`config.mk`:
```
export PLATFORM = sky130hd
export DESIGN_NAME = multi_key_beeper
export DESIGN_NICKNAME = d
export VERILOG_FILES = /design/src/rtl/multi_key_beeper.sv
export SDC_FILE = /design/constraint.sdc
export NUM_CORES = 1
export LEC_CHECK = 0
export ABC_AREA = 1
export CAP_MARGIN = 20
export CORE_MARGIN = 2
export CORE_UTILIZATION = 60
export DETAILED_ROUTE_END_ITERATION = 8
export GPL_TIMING_DRIVEN = 1
export PLACE_DENSITY = 0.77
export SKIP_CTS_REPAIR_TIMING = 1
export SYNTH_ARGS = -nofsm -noshare
export SYNTH_HDL_FRONTEND = slang
export SYNTH_SLANG_ARGS = --single-unit
```
`constraint.sdc`:
```
create_clock -name clk -period 5.2 [get_ports clk]
set_input_delay 1.04 -clock clk [delete_from_list [all_inputs] [get_ports clk]]
set_output_delay 1.04 -clock clk [all_outputs]
set_load 0.02 [all_outputs]
```
`src/rtl/multi_key_beeper.sv`:
```
// -----------------------------------------------------------------------------
// multi_key_beeper
//
// Debounces NUM_KEYS raw active-low push-buttons, produces one-cycle press
// events, and drives a single buzzer pin with a per-key square-wave tone.
// The tone is either a fixed-length one-shot started (or restarted) by a
// press, or is held for as long as any key is down.
//
// Ports:
//   clk        system clock
//   rst        asynchronous, active-high reset
//   key        raw buttons, active-low, idle high, asynchronous to clk
//   mode       0 = one-shot tone per press, 1 = tone while a key is held
//   key_value  debounced key levels (1 = released)
//   key_flag   one-cycle pulse per accepted press (debounced 1->0 edge)
//   beep       square-wave buzzer drive
//   busy       high while the tone FSM is sounding
//
// Tone half-period for key k is TONE_HALF_BASE + k*TONE_STEP clock cycles.
// When several keys qualify at once, the lowest index selects the tone.
// -----------------------------------------------------------------------------
module multi_key_beeper #(
    parameter int NUM_KEYS        = 4,
    parameter int DEBOUNCE_CYCLES = 1_000_000,
    parameter int BEEP_CYCLES     = 5_000_000,
    parameter int TONE_HALF_BASE  = 12_500,
    parameter int TONE_STEP       = 2_500
) (
    input  logic                clk,
    input  logic                rst,
    input  logic [NUM_KEYS-1:0] key,
    input  logic                mode,
    output logic [NUM_KEYS-1:0] key_value,
    output logic [NUM_KEYS-1:0] key_flag,
    output logic                beep,
    output logic                busy
);

    // Counter widths are sized to the largest value each counter ever holds.
    // The debounce counter peaks at DEBOUNCE_CYCLES-1, the duration counter
    // at BEEP_CYCLES and the tone counter at HALF_MAX-1.
    localparam int HALF_MAX = TONE_HALF_BASE + (NUM_KEYS - 1) * TONE_STEP;
    localparam int DB_W     = (DEBOUNCE_CYCLES > 1) ? $clog2(DEBOUNCE_CYCLES) : 1;
    localparam int DUR_W    = $clog2(BEEP_CYCLES + 1);
    localparam int TONE_W   = (HALF_MAX > 1) ? $clog2(HALF_MAX) : 1;
    localparam int SEL_W    = (NUM_KEYS > 1) ? $clog2(NUM_KEYS) : 1;

    localparam logic [DB_W-1:0]  DB_LAST  = DB_W'(DEBOUNCE_CYCLES - 1);
    localparam logic [DUR_W-1:0] DUR_LOAD = DUR_W'(BEEP_CYCLES);

    typedef enum logic {
        S_IDLE = 1'b0,
        S_TONE = 1'b1
    } state_t;

    // -------------------------------------------------------------------------
    // Per-key synchronizer, debounce filter and press-edge detector
    // -------------------------------------------------------------------------
    logic [NUM_KEYS-1:0] w_key_value;
    logic [NUM_KEYS-1:0] w_key_flag;

    genvar gi;
    generate
        for (gi = 0; gi < NUM_KEYS; gi++) begin : g_chan
            logic            r_sync1;
            logic            r_sync2;
            logic            r_level;
            logic            r_level_prev;
            logic            r_flag;
            logic [DB_W-1:0] r_db_cnt;

            always_ff @(posedge clk or posedge rst) begin
                if (rst) begin
                    // Synchronizer resets to the idle (released) level so a
                    // key held through reset must debounce again afterwards.
                    r_sync1      <= 1'b1;
                    r_sync2      <= 1'b1;
                    r_level      <= 1'b1;
                    r_level_prev <= 1'b1;
                    r_flag       <= 1'b0;
                    r_db_cnt     <= '0;
                end else begin
                    r_sync1 <= key[gi];
                    r_sync2 <= r_sync1;

                    // Count consecutive samples that disagree with the
                    // accepted level; any agreeing sample restarts the count.
                    if (r_sync2 != r_level) begin
                        if (r_db_cnt == DB_LAST) begin
                            r_level  <= r_sync2;
                            r_db_cnt <= '0;
                        end else begin
                            r_db_cnt <= r_db_cnt + DB_W'(1);
                        end
                    end else begin
                        r_db_cnt <= '0;
                    end

                    // Press event is taken from the registered level so it
                    // lands one cycle after the debounced level falls.
                    r_level_prev <= r_level;
                    r_flag       <= r_level_prev & ~r_level;
                end
            end

            assign w_key_value[gi] = r_level;
            assign w_key_flag[gi]  = r_flag;
        end
    endgenerate

    // -------------------------------------------------------------------------
    // Per-key half-period table (stored minus one: the terminal count)
    // -------------------------------------------------------------------------
    logic [TONE_W-1:0] w_half_m1_tbl [NUM_KEYS];

    generate
        for (gi = 0; gi < NUM_KEYS; gi++) begin : g_half
            assign w_half_m1_tbl[gi] = TONE_W'(TONE_HALF_BASE + gi * TONE_STEP - 1);
        end
    endgenerate

    // -------------------------------------------------------------------------
    // Tone FSM and generator state
    // -------------------------------------------------------------------------
    state_t             r_state;
    logic [SEL_W-1:0]   r_sel;
    logic [DUR_W-1:0]   r_dur;
    logic [TONE_W-1:0]  r_tone_cnt;
    logic               r_beep;
    logic               r_mode;

    state_t             w_state_next;
    logic [SEL_W-1:0]   w_sel_next;
    logic [DUR_W-1:0]   w_dur_next;
    logic [TONE_W-1:0]  w_tone_cnt_next;
    logic               w_beep_next;
    logic               w_restart;

    logic               w_flag_any;
    logic               w_held_any;
    logic [SEL_W-1:0]   w_flag_idx;
    logic [SEL_W-1:0]   w_held_idx;
    logic [TONE_W-1:0]  w_half_m1;

    // Lowest-index priority encoders and half-period lookup for the current
    // selection. Scanning from the top down leaves the lowest match last.
    always_comb begin
        w_flag_any = |w_key_flag;
        w_held_any = ~&w_key_value;
        w_flag_idx = '0;
        w_held_idx = '0;
        for (int k = NUM_KEYS - 1; k >= 0; k--) begin
            if (w_key_flag[k]) begin
                w_flag_idx = SEL_W'(k);
            end
            if (!w_key_value[k]) begin
                w_held_idx = SEL_W'(k);
            end
        end

        w_half_m1 = w_half_m1_tbl[0];
        for (int k = 0; k < NUM_KEYS; k++) begin
            if (r_sel == SEL_W'(k)) begin
                w_half_m1 = w_half_m1_tbl[k];
            end
        end
    end

    always_ff @(posedge clk or posedge rst) begin
        if (rst) begin
            r_state    <= S_IDLE;
            r_sel      <= '0;
            r_dur      <= '0;
            r_tone_cnt <= '0;
            r_beep     <= 1'b0;
            r_mode     <= 1'b0;
        end else begin
            r_state    <= w_state_next;
            r_sel      <= w_sel_next;
            r_dur      <= w_dur_next;
            r_tone_cnt <= w_tone_cnt_next;
            r_beep     <= w_beep_next;
            r_mode     <= mode;
        end
    end

    always_comb begin
        w_state_next    = r_state;
        w_sel_next      = r_sel;
        w_dur_next      = r_dur;
        w_tone_cnt_next = r_tone_cnt;
        w_beep_next     = r_beep;
        w_restart       = 1'b0;

        if (mode != r_mode) begin
            // Mode is changing on this edge: silence first; the new mode's
            // start condition is looked at from the following cycle.
            w_state_next = S_IDLE;
        end else if (!r_mode) begin
            // One-shot: any press (re)starts the tone, a press in the final
            // cycle still wins over expiry.
            if (w_flag_any) begin
                w_state_next = S_TONE;
                w_sel_next   = w_flag_idx;
                w_dur_next   = DUR_LOAD;
                w_restart    = 1'b1;
            end else if (r_state == S_TONE) begin
                if (r_dur <= DUR_W'(1)) begin
                    w_state_next = S_IDLE;
                end else begin
                    w_dur_next = r_dur - DUR_W'(1);
                end
            end
        end else begin
            // Hold: follow the lowest held key every cycle.
            w_dur_next = '0;
            if (w_held_any) begin
                w_state_next = S_TONE;
                w_sel_next   = w_held_idx;
                if ((r_state == S_IDLE) || (w_held_idx != r_sel)) begin
                    w_restart = 1'b1;
                end
            end else begin
                w_state_next = S_IDLE;
            end
        end

        if (w_state_next == S_IDLE) begin
            w_dur_next      = '0;
            w_tone_cnt_next = '0;
            w_beep_next     = 1'b0;
        end else if (w_restart) begin
            // Every fresh tone begins on the high half of the wave.
            w_tone_cnt_next = '0;
            w_beep_next     = 1'b1;
        end else if (r_tone_cnt == w_half_m1) begin
            w_tone_cnt_next = '0;
            w_beep_next     = ~r_beep;
        end else begin
            w_tone_cnt_next = r_tone_cnt + TONE_W'(1);
        end
    end

    assign key_value = w_key_value;
    assign key_flag  = w_key_flag;
    assign beep      = r_beep;
    assign busy      = (r_state == S_TONE);

endmodule

```
==> impl_results.md, run 1 <==
- Avg Cell Area, Syn: 7.65 µm²
- Clock transition at the registers of the reported paths: 0.06 ns
- Post-Syn Instances: 1026
- Largest area contributor in the netlist: dfrtp_1
- Sw Share: 33.4%
- Max-Cap Viols: 0
- Number of global-route vias before repair: 6240
- Combinational power share: 27.9%
- Clk Latency, worst-skew pair: 0.42 ns
- I/O pin total: 17
- Top FF cell, synth: dfrtp_1
- Starting DRC count in detailed routing: 731
- Post-synthesis sequential area ratio: 45.9%
- Most frequent cells in the layout: nor2_1 (244), nand2_1 (195), dfrtp_1 (127)
- First-pass GRT wire length: 28600 µm
- Crit end category: output port
- Flop pwr share: 37.6%
- Starting Density: 61.9%
- Crit path kind: reg -> out
- Antenna-violating nets left: 0
- Crit start category: flop
- Final antenna diode count: 0
- Bufs on Longest Clock Path: 2
- Clk_skew: 0.00866 ns
- Hpwl dp: 11200 µm
- Largest net degree at the start of global routing: 78
- Initial antenna violation count: 0
- Final GP Congestion: 0.922
- # DRC: 0
- CP bufs+invs: 1
- Die X: 118 µm
- Status: completed
- Slowest-stage cell, CP: dfstp_2
- Yosys reg bits: 143
- Worst-margin pin slew: 0.677 ns
- LEAKAGE: 3.84 nW
- Async SR Flop Fraction: 100%
- Via count: 6498
- VDD IR-drop max: 0.339 mV
- RSZ-0062 raised after global routing: no
- EDFF count, synth: 0
- Site Rows: 41
- Largest stage delay, worst path: 0.65 ns
- Post-Route WL: 16300 µm
- Clock Sinks: 143
- Port Buffer Count: 16
- Area contributors post-synth: dfrtp_1 (40%), nor2_1 (12%), nand2_1 (9.3%), xor2_1 (6.4%), inv_1 (5.8%)
- Post-Syn Area: 7850 µm²
- Worst path required time: 4.16 ns
- TritonCTS clock tree: yes
- Gr usage total: 25.1%
- CTS H-tree depth: 4
- Tmin final: 2.75 ns
- Cell Int Power: 0.00227 W
- Critical path, cell by cell: clkdlybuf4s50_1
- Ys Warns: 0
- Top cell type's share of synthesized area: 40.5%
- Fin. max-slew vios: 0
- Headroom to the max-slew limit: 54.9%
- Power per cell area: 394 nW/µm²
- Netlist cell types: 36
- Die ar.: 14000 µm²
- Layout cells sized above 1: 6.08%
- Core region area: 12700 µm²
- Cts bufs inserted: 17
- Nets@finish: 1054
- Fin. Hold Viols: 0
- TNS Setup: 0 ns
- Syn_nets: 1040
- Flop2flop setup slack: 3.17 ns
- Avg WL per Cell: 13.3 µm
- Area growth from synthesis to layout: 10.2%
- Cell family with the largest share of critical-path delay: flip-flops
- Final Setup Violations: 0
- Part of the cycle the worst path needs: 52.9%
- Gr ovfl total: 0
- Fmax: 0.364 GHz
- Chip Height: 118 µm
- Critical-path maximum fanout: 10
- Net Sw Power: 0.00114 W
- Vias per inst: 5.30
- Clk pwr share: 34.6%
- CP arrival: 1.71 ns
- Hold Slack: 0.356 ns
- Worst min-delay path class: reg -> reg
- Root buffer cell: clkbuf_16
- Drt first pass iters: 5
- Most common cell after layout, fill and taps aside: nor2_1
cells in the mapped netlist (5+ instances only):
cell type and n:
nor2_4 5, nand2_1 195, ha_1 7, nand3_1 72, dfrtp_1 127, inv_1 122, xor2_1 57, nor3_1 34
xnor2_1 15, nor2_1 244, o21ai_0 18, dfstp_2 16, nand3b_1 10, nor3b_1 5, nand4_1 28, buf_4 12
a21oi_1 19
path summary, 6_finish.rpt:
| kind | startpoint | to | cells past startpoint |
|---|---|---|---|
| max | g_chan[0].r_level | key_value[0] | 1 |
| min | g_chan[0].r_sync1 | g_chan[0].r_sync2 | 0 |
| max reg2reg | g_chan[0].r_db_cnt[0] | g_chan[0].r_db_cnt[14] | 10 |
| min reg2reg | g_chan[0].r_sync1 | g_chan[0].r_sync2 | 0 |
| max in group asynchronous | rst | g_chan[0].r_sync1 | 3 |
| min in group asynchronous | rst | g_chan[1].r_db_cnt[4] | 2 |
registers in the layout (all words and copies together) (netlist names):
| signal | cells |
|---|---|
| g_chan.r_flag | 4 |
| g_chan.r_sync1 | 4 |
| r_sel | 2 |
| g_chan.r_level_prev | 4 |
| g_chan.r_db_cnt | 80 |
| g_chan.r_sync2 | 4 |
| g_chan.r_level | 4 |
| busy | 1 |
| r_dur | 23 |
| beep | 1 |
| r_mode | 1 |
| r_tone_cnt | 15 |
stage by stage:
stage	utilization, %	cells	worst slack, ns	total power, W	cell area (µm²)
global route	68.3	1225	2.39	0.00362	8650
finish	68.3	1225	2.45	0.00341	8650
CTS	68.3	1225	2.42	0.00342	8650
floorplan	-	1026	0.349	0.00204	7850
global placement	63.7	1193	2.62	0.00221	8080
detailed placement	63.7	1193	2.61	0.00222	8080
layer usage:
layer	up-vias	GRT usage [%]	wire length, µm
li1	3257	-	-
met1	3029	34.0	7520
met2	180	40.0	7710
met3	32	4.78	734
met4	0	10.0	327
met5	-	0	0
power groups by stage:
stage	clock network, W	logic, W	registers (W)
floorplan	0	0.000758	0.00128
global placement	0	0.000921	0.00129
detailed placement	0	0.000927	0.00129
CTS	0.00120	0.000945	0.00128
global route	0.00125	0.00107	0.00129
finish	0.00118	0.000950	0.00128
cells by family after synthesis:
kind of cell,Yosys count,synth area share [%]
flops,143,45.9
compound gates,50,3.46
simple gates,607,33.4
fa+ha+maj,7,1.12
buf+inv,147,8.10
xor+xnor,72,8.04
area by class of cell:
type	instances	area (µm²)
flip-flops and latches	143	3600
clock buffers	25	485
multi-input cells	736	3610
fillers	1058	4020
repair buffers	18	175
clock inverters	7	87.6
well taps	172	215
inverters	124	473
Power figures use the tool's default switching activity.
==> run 2: changes to the inputs <==
--- a/config.mk
+++ b/config.mk
@@ -8,7 +8,7 @@
 export ABC_AREA = 1
 export CAP_MARGIN = 20
 export CORE_MARGIN = 2
-export CORE_UTILIZATION = 60
+export CORE_UTILIZATION = 57
 export DETAILED_ROUTE_END_ITERATION = 8
 export GPL_TIMING_DRIVEN = 1
 export PLACE_DENSITY = 0.77
==> constraint.sdc (replaced) <==
create_clock -name clk -period 2.44 [get_ports clk]
set_input_delay 0.488 -clock clk [delete_from_list [all_inputs] [get_ports clk]]
set_output_delay 0.488 -clock clk [all_outputs]
set_load 0.02 [all_outputs]
==> run 2 against run 1 <==
  * Sequential power is 110% higher
  * Design area is 1.2% higher
  * Core utilization is 2.7 points lower
  * Sequential cell count stayed put
  * Wire length is 3.7% lower
==> impl_results.md, run 2 (synthesis results as in run 1) <==
- Cell family with the largest share of critical-path delay: flip-flops
- First-pass GRT wire length: 27800 µm (-2.5%)
- Most frequent cells in the layout: nor2_1 (244), nand2_1 (195), dfrtp_1 (127)
- Slowest-stage cell, CP: dfstp_2
- Layout cells sized above 1: 6.36% (+0.28 points)
- Largest stage delay, worst path: 0.66 ns (about the same)
- Top flop regs: g_chan.r_db_cnt: 80 flops, r_dur: 23 flops, r_tone_cnt: 15 flops
- Nets@finish: 1054 (unchanged)
- Largest register FFs: 80 (unchanged)
- Area growth from synthesis to layout: 11.5%
- Fin. max-slew vios: 0 (unchanged)
- Hold Slack: 0.355 ns (-0.000842 ns)
- Utilization after layout: 65.5% (-2.7 points)
- Worst path required time: 1.95 ns (-2.21 ns)
- VDD IR-drop max: 0.656 mV (+93%)
- LEAKAGE: 3.87 nW (+0.93%)
- Clk Latency, worst-skew pair: 0.43 ns (about the same)
- Most common cell after layout, fill and taps aside: nor2_1
- Crit path kind: reg -> out
- Root buffer cell: clkbuf_16
- Die ar.: 14700 µm² (+5.1%)
- Critical-path maximum fanout: 9 (-1)
- I/O pin total: 17 (unchanged)
- Core region area: 13300 µm² (+5.3%)
- TritonCTS clock tree: yes
- CTS H-tree depth: 4 (unchanged)
- Site Rows: 42 (+2.4%)
- Port Buffer Count: 16 (unchanged)
- Starting Density: 58.8% (-3.1 points)
- # DRC: 0 (unchanged)
- Power per cell area: 863 nW/µm² (+120%)
- TNS Setup: 0 ns (unchanged)
- Cts bufs inserted: 17 (unchanged)
- Fin. Hold Viols: 0 (unchanged)
- Critical path, cell by cell: clkdlybuf4s50_1
- Bufs on Longest Clock Path: 2 (unchanged)
- Vias per inst: 5.23 (-1.4%)
- Post-Route WL: 15700 µm (-3.7%)
- Fmax: 0.452 GHz
- Antenna-violating nets left: 0 (unchanged)
- Gr ovfl total: 0 (unchanged)
- Tmin final: 2.21 ns
- Starting DRC count in detailed routing: 513 (-30%)
- Status: completed
- Max-Cap Viols: 0 (unchanged)
- Final GP Congestion: 0.886 (-3.9%)
- CP arrival: 1.72 ns (about the same)
- Final Setup Violations: 0 (unchanged)
- Hpwl dp: 11100 µm (-0.50%)
- Clk_skew: 0.00881 ns (+0.000150 ns)
- Drt first pass iters: 5 (unchanged)
- Clock transition at the registers of the reported paths: 0.06 ns (about the same)
- Part of the cycle the worst path needs: 90.7%
- Crit start category: flop
- Via count: 6430 (-1.0%)
- Headroom to the max-slew limit: 67.3% (+12 points)
- Clock Sinks: 143 (unchanged)
- RSZ-0062 raised after global routing: no
- Final antenna diode count: 0 (unchanged)
- Chip Height: 121 µm (+2.5%)
- Die X: 121 µm (+2.5%)
- Biggest register: g_chan.r_db_cnt
- Post-route cell area: 8750 µm² (+1.2%)
- Largest net degree at the start of global routing: 86 (+10%)
- Initial antenna violation count: 0 (unchanged)
- Crit end category: output port
- Avg WL per Cell: 12.8 µm (-4.0%)
- CP bufs+invs: 1 (unchanged)
- Gr usage total: 23.5% (-1.6 points)
- Cell Area, Placed: 8100 µm² (+0.36%)
- Worst-margin pin slew: 0.490 ns (-0.188 ns)
- Worst min-delay path class: reg -> reg
- Number of global-route vias before repair: 6230 (-0.16%)
## run 2: power by group
part	total [W]	switching (W)	internal, W
sequential	0.00272	0.000166	0.00256
combinational	0.00199	0.00129	0.000704
clock	0.00283	0.00101	0.00182
total	0.00755	0.00247	0.00508
## run 2: layer usage
layer | track usage (%) | vias to the layer above | routed length [µm] | part of all wire [%]
li1 | - | 3259 | - | -
met1 | 31.4 | 3025 | 7460 | 48
met2 | 38.4 | 113 | 7420 | 47
met3 | 4.93 | 33 | 523 | 3.3
met4 | 7.54 | 0 | 282 | 1.8
met5 | 0 | - | 0 | 0
## run 2: final cells by class
| type | instances | area [µm²] |
|---|---|---|
| Inverter | 124 | 472 |
| Sequential cell | 143 | 3600 |
| Timing Repair Buffer | 18 | 200 |
| Tap cell | 176 | 220 |
| Fill cell | 1147 | 4600 |
| Multi-Input combinational cell | 736 | 3610 |
| Clock buffer | 19 | 433 |
| Clock inverter | 13 | 211 |
## run 2: through the flow
stage	worst slack [ns]	total power, W	cells
floorplan	0.174	0.00435	1026
global placement	0.447	0.00468	1197
detailed placement	0.414	0.00472	1197
CTS	0.218	0.00758	1229
global route	0.179	0.00806	1229
finish	0.228	0.00755	1229
## run 2: path summary, 6_finish.rpt
kind                       slack, ns             startpoint  cells past startpoint                endpoint
max                             0.23      g_chan[1].r_level                      1            key_value[1]
min                             0.36      g_chan[2].r_sync1                      0       g_chan[2].r_sync2
max reg2reg                     0.51  g_chan[0].r_db_cnt[0]                     10  g_chan[0].r_db_cnt[14]
min reg2reg                     0.36      g_chan[2].r_sync1                      0       g_chan[2].r_sync2
max in group asynchronous       1.51                    rst                      3  g_chan[3].r_level_prev
min in group asynchronous       0.52                    rst                      3  g_chan[2].r_db_cnt[14]
==> run 3: changes to the inputs <==
==> constraint.sdc (replaced) <==
create_clock -name clk -period 1.9 [get_ports clk]
set_input_delay 0.38 -clock clk [delete_from_list [all_inputs] [get_ports clk]]
set_output_delay 0.38 -clock clk [all_outputs]
set_load 0.02 [all_outputs]
==> run 3 against run 2 <==
  * Count of clock-buffer cells in the layout up 1
  * Sequential power is 29% higher
  * Die area is the same
  * Wire length up 0.24%
  * Core utilization up 0.63 points
  * Critical path depth unchanged
  * Clock skew is 0.0024 ns lower
  * Sequential share of layout area is 0.39 points lower
  * Combinational power increased by 35%
  * Clock power grew 18%
  * Sequential cell count is the same
  * Total power rose by 26%
  * Largest cell class unchanged
==> impl_results.md, run 3 (synthesis results as in run 1) <==
- Clk Latency, worst-skew pair: 0.42 ns (about the same)
- Worst Slack Setup Final: 0.0612 ns (-0.167 ns)
- Cell Area, Placed: 8190 µm² (+1.1%)
- Clock transition at the registers of the reported paths: 0.06 ns (about the same)
- Root buffer cell: clkbuf_16
- Bufs on Longest Clock Path: 2 (unchanged)
- Nets@finish: 1068 (+1.3%)
- Final Setup Violations: 0 (unchanged)
- Most common cell after layout, fill and taps aside: nor2_1
- Max-Cap Viols: 0 (unchanged)
- Number of global-route vias before repair: 6241 (+0.18%)
- Part of the cycle the worst path needs: 96.8%
- Power per cell area: 1080 nW/µm² (+25%)
- Worst Setup Slack post-DPL: -0.00940 ns (-0.423 ns)
- Headroom to the max-slew limit: 68.3% (+1.0 points)
- Top flop regs: g_chan.r_db_cnt: 80 flops, r_dur: 23 flops, r_tone_cnt: 15 flops
- Drt first pass iters: 5 (unchanged)
- Core region area: 13300 µm² (unchanged)
- Status: completed
- Vias per inst: 5.21 (-0.45%)
- LEAKAGE: 4.00 nW (+3.3%)
- Crit start category: flop
- Port Buffer Count: 16 (unchanged)
- Cell family with the largest share of critical-path delay: buffers and inverters
- Crit end category: output port
- HP Start: key[3]
- Antenna-violating nets left: 0 (unchanged)
- Tmin final: 1.84 ns
- I/O pin total: 17 (unchanged)
- Post-Route WL: 15700 µm (+0.24%)
- Gr ovfl total: 0 (unchanged)
- Site Rows: 42 (unchanged)
- Area growth from synthesis to layout: 12.5%
- Via count: 6474 (+0.68%)
- Starting Density: 58.8% (unchanged)
- Fin. Hold Viols: 0 (unchanged)
- Die ar.: 14700 µm² (unchanged)
- Critical-path maximum fanout: 3 (-6)
- Post-route cell area: 8830 µm² (+0.96%)
- Avg WL per Cell: 12.7 µm (-0.89%)
- Worst path required time: 1.52 ns (-0.43 ns)
- Final antenna diode count: 0 (unchanged)
- Largest stage delay, worst path: 0.63 ns (-0.03 ns)
- Worst min-delay path class: in -> reg
- Biggest register: g_chan.r_db_cnt
- Clock Sinks: 143 (unchanged)
- Final GP Congestion: 0.880 (-0.64%)
- CP arrival: 1.46 ns (-0.26 ns)
- Largest register FFs: 80 (unchanged)
- Crit path kind: reg -> out
- Critical path, cell by cell: clkdlybuf4s50_1
- Worst-margin pin slew: 0.474 ns (-0.0152 ns)
- CTS H-tree depth: 4 (unchanged)
- Fin. max-slew vios: 0 (unchanged)
- R2R Path Start: g_chan[1].r_db_cnt[0]
- Flop2flop setup slack: 0.15 ns (-0.36 ns)
- VDD IR-drop max: 0.598 mV (-8.9%)
- CP bufs+invs: 1 (unchanged)
- Largest net degree at the start of global routing: 73 (-15%)
- Utilization after layout: 66.2% (+0.63 points)
- TritonCTS clock tree: yes
- Initial antenna violation count: 0 (unchanged)
- Gr usage total: 23.4% (-0.078 points)
- Die X: 121 µm (unchanged)
- Layout cells sized above 1: 8.15% (+1.8 points)
- Clk_skew: 0.00644 ns (-0.00237 ns)
- First-pass GRT wire length: 27700 µm (-0.52%)
- Starting DRC count in detailed routing: 511 (-0.39%)
- Hpwl dp: 11000 µm (-1.1%)
- # DRC: 0 (unchanged)
- Cts bufs inserted: 17 (unchanged)
- Slowest-stage cell, CP: clkdlybuf4s50_1
- Worst Setup SP: g_chan[3].r_flag
- Chip Height: 121 µm (unchanged)
- Most frequent cells in the layout: nor2_1 (242), nand2_1 (193), dfrtp_1 (127)
- Fmax: 0.544 GHz
run 3: area by class of cell:
type | instances | area (µm²)
Clock inverter | 12 | 134
Inverter | 124 | 474
Fill cell | 1093 | 4520
Tap cell | 176 | 220
Clock buffer | 20 | 467
Multi-Input combinational cell | 736 | 3620
Timing Repair Buffer | 32 | 315
Sequential cell | 143 | 3600
run 3: per-layer routing:
layer | vias up | track usage [%] | wire length [µm]
met5 | - | 0 | 0
met3 | 23 | 6.11 | 699
met1 | 3039 | 30.9 | 7450
met4 | 0 | 7.61 | 202
met2 | 136 | 37.8 | 7370
li1 | 3276 | - | -
run 3: final timing paths:
kind,cells after the start,end
worst max register to register,10,g_chan[1].r_db_cnt[8]
worst max-delay path,1,key_flag[3]
worst min-delay path,1,g_chan[3].r_sync1
max in group asynchronous,3,g_chan[3].r_sync1
worst min register to register,0,g_chan[1].r_sync2
min in group asynchronous,3,g_chan[2].r_db_cnt[14]
run 3: where the power goes:
group / internal (W) / leakage [nW] / switching (W)
combinational: 0.000963 / 1.79 / 0.00173
sequential: 0.00328 / 1.92 / 0.000221
clock: 0.00204 / 0.292 / 0.00130
run 3: metrics by stage:
step	hold WS [ns]	instances	total power (W)	setup TNS, ns
6_report	0.356	1243	0.00954	0
5_1_grt	0.349	1243	0.0102	-0.0149
4_1_cts	0.340	1241	0.00953	-0.742
3_5_place_dp	0.350	1209	0.00613	-0.0112
3_3_place_gp	0.345	1209	0.00607	0
2_1_floorplan	0.345	1026	0.00558	-32.77
==> RTL change, RTL diff (settings of run 1) <==
`BEEP_CYCLES`: 5_000_000 -> 20_000_000.
--- a/src/rtl/multi_key_beeper.sv
+++ b/src/rtl/multi_key_beeper.sv
@@ -22,7 +22,7 @@
 module multi_key_beeper #(
     parameter int NUM_KEYS        = 4,
     parameter int DEBOUNCE_CYCLES = 1_000_000,
-    parameter int BEEP_CYCLES     = 5_000_000,
+    parameter int BEEP_CYCLES     = 20_000_000,
     parameter int TONE_HALF_BASE  = 12_500,
     parameter int TONE_STEP       = 2_500
 ) (
Behaviour: same outputs for any inputs over 10 cycles, from zero or initial values and one cycle with rst high; that may be too few to reach the edited logic, so the function may still have changed.
==> RTL change against run 1 <==
  * Register-to-register slack better by 0.14 ns
  * Via count is 4.1% higher
  * Wire length up 0.85%
  * Synthesized area up 3.6%
  * Synthesized cell count rose by 3.7%
  * Power up 8.8%
  * Setup slack worse by 0.014 ns
  * Cell area is 3.2% higher
  * Sequential cell count rose by 2
  * First-iteration DRC count down 32%
  * Largest cell class unchanged
  * Largest power group unchanged
==> RTL change: results <==
status:
  outcome: "finished, final reports clean"
logic_synthesis:
  synth.top_cells.by_count: "sky130_fd_sc_hd__nor2_1, sky130_fd_sc_hd__nand2_1, sky130_fd_sc_hd__dfrtp_1, sky130_fd_sc_hd__inv_1, sky130_fd_sc_hd__nand3_1"
  synthesis.nets: 1078
  synth.yosys.warnings: 0
  yosys-top-cells-area: "sky130_fd_sc_hd__dfrtp_1, sky130_fd_sc_hd__nor2_1, sky130_fd_sc_hd__nand2_1"
  sequential_fraction_of_the_synthesis_area_pct: 44.9
  post_synth_num_cell_types: 41
clock_tree:
  cts.reportedPaths.clkPinSlew_ns: 0.06
  clk_root_buffer_cell: "sky130_fd_sc_hd__clkbuf_16"
  clk_path_buf_depth: 2
  insertion_delay_ns: 0.42
  cts_inserted_buffers: 17
timing:
  clock-skew-final_ns: 0.00948
  maxSlewHeadroom_pct: 48.0
placed_design:
  place_congestion: 0.986
  detailedPlacementHpwl_um: 11800
power:
  power_leakage_uw: 0.00410
  ir_worst_vdd_mv: 0.309
  swShare_pct: 36.7
global_routing:
  first_global_vias: 6407
  wire_length_of_the_first_global_routing_pass_um: 28400
  grt_start_max_net_pins: 91
  grt_util_all_layers_pct: 24.4
detailed_routing:
  drt-vias-per-instance: 5.35
  routedWlPerCell_um: 13.0
  first_iter_violations: 497
finish:
  n_fill_cell: 1134
  top_regs: "g_chan.r_db_cnt: 80 flops, r_dur: 25 flops, r_tone_cnt: 15 flops"
  post_route_cells_drive_above_1_share_pct: 7.25
critical_path:
  crit_family: "flip-flops"
## RTL change: cell count changes in the layout (fill, tap and decap cells not counted), sizes merged, moves of 3 or more
cell / delta
nor2: +6
nor4: +5
or2: +3
clkinv: +5
clkbuf: -4
and3: +3
nand3b: +5
nand2: +4
nand4: +8
## RTL change: cells by family (layout without fill, tap and decap cells)
| kind of cell | Yosys count | count (layout) | synth area share [%] |
|---|---|---|---|
| and+or+nand+nor | 643 | 643 | 35.4 |
| buffers and inverters | 150 | 175 | 7.83 |
| DFF | 145 | 145 | 44.9 |
| xor gates and xnor gates | 72 | 72 | 7.75 |
| AOI/OAI and AO/OA | 47 | 47 | 3.06 |
| adders and majority gates | 7 | 7 | 1.08 |
## RTL change: cell type report
| class | count | area (sq um) | share of cell area, % |
|---|---|---|---|
| multi-input cells | 769 | 3850 | 43.1 |
| well taps | 176 | 220 | 2.47 |
| clock inverters | 11 | 118 | 1.32 |
| repair buffers | 18 | 175 | 1.96 |
| inverters | 125 | 477 | 5.34 |
| clock buffers | 21 | 440 | 4.93 |
| flip-flops and latches | 145 | 3650 | 40.9 |
## RTL change: stage by stage
step | cell area (sq um) | cells | hold slack, ns | setup slack, ns | power [uW]
floorplan | 8130 | 1064 | 0.345 | 0.292 | 2300
global placement | 8370 | 1233 | 0.346 | 2.57 | 2530
detailed placement | 8370 | 1233 | 0.347 | 2.53 | 2540
CTS | 8930 | 1265 | 0.355 | 2.42 | 3720
global route | 8930 | 1265 | 0.357 | 2.37 | 3960
finish | 8930 | 1265 | 0.355 | 2.44 | 3710
## RTL change: layer usage
layer	vias to the layer above	global-route usage, %	share of wire (%)
met5	-	0	0
met1	3175	31.6	46
met2	173	40.7	48
met4	0	9.01	1.6
li1	3389	-	-
met3	25	4.72	4.0
## RTL change: power groups by stage
stage | combinational [uW] | sequential, uW | clock [uW]
finish | 1270 | 1290 | 1150
global placement | 1230 | 1300 | 0
floorplan | 1010 | 1290 | 0
global route | 1440 | 1300 | 1220
detailed placement | 1240 | 1310 | 0
CTS | 1260 | 1290 | 1180
## RTL change: worst paths after layout
check / endpoint / slack (ns) / cells after the start / from
min in group asynchronous: g_chan[2].r_db_cnt[19] / 1.17 / 2 / rst
hold reg to reg: g_chan[1].r_sync2 / 0.36 / 0 / g_chan[1].r_sync1
setup / recovery: key_value[0] / 2.44 / 1 / g_chan[0].r_level
hold / removal: g_chan[1].r_sync2 / 0.36 / 0 / g_chan[1].r_sync1
setup reg to reg: r_dur[22] / 3.31 / 9 / r_dur[0]
max in group asynchronous: g_chan[2].r_level_prev / 3.14 / 3 / rst
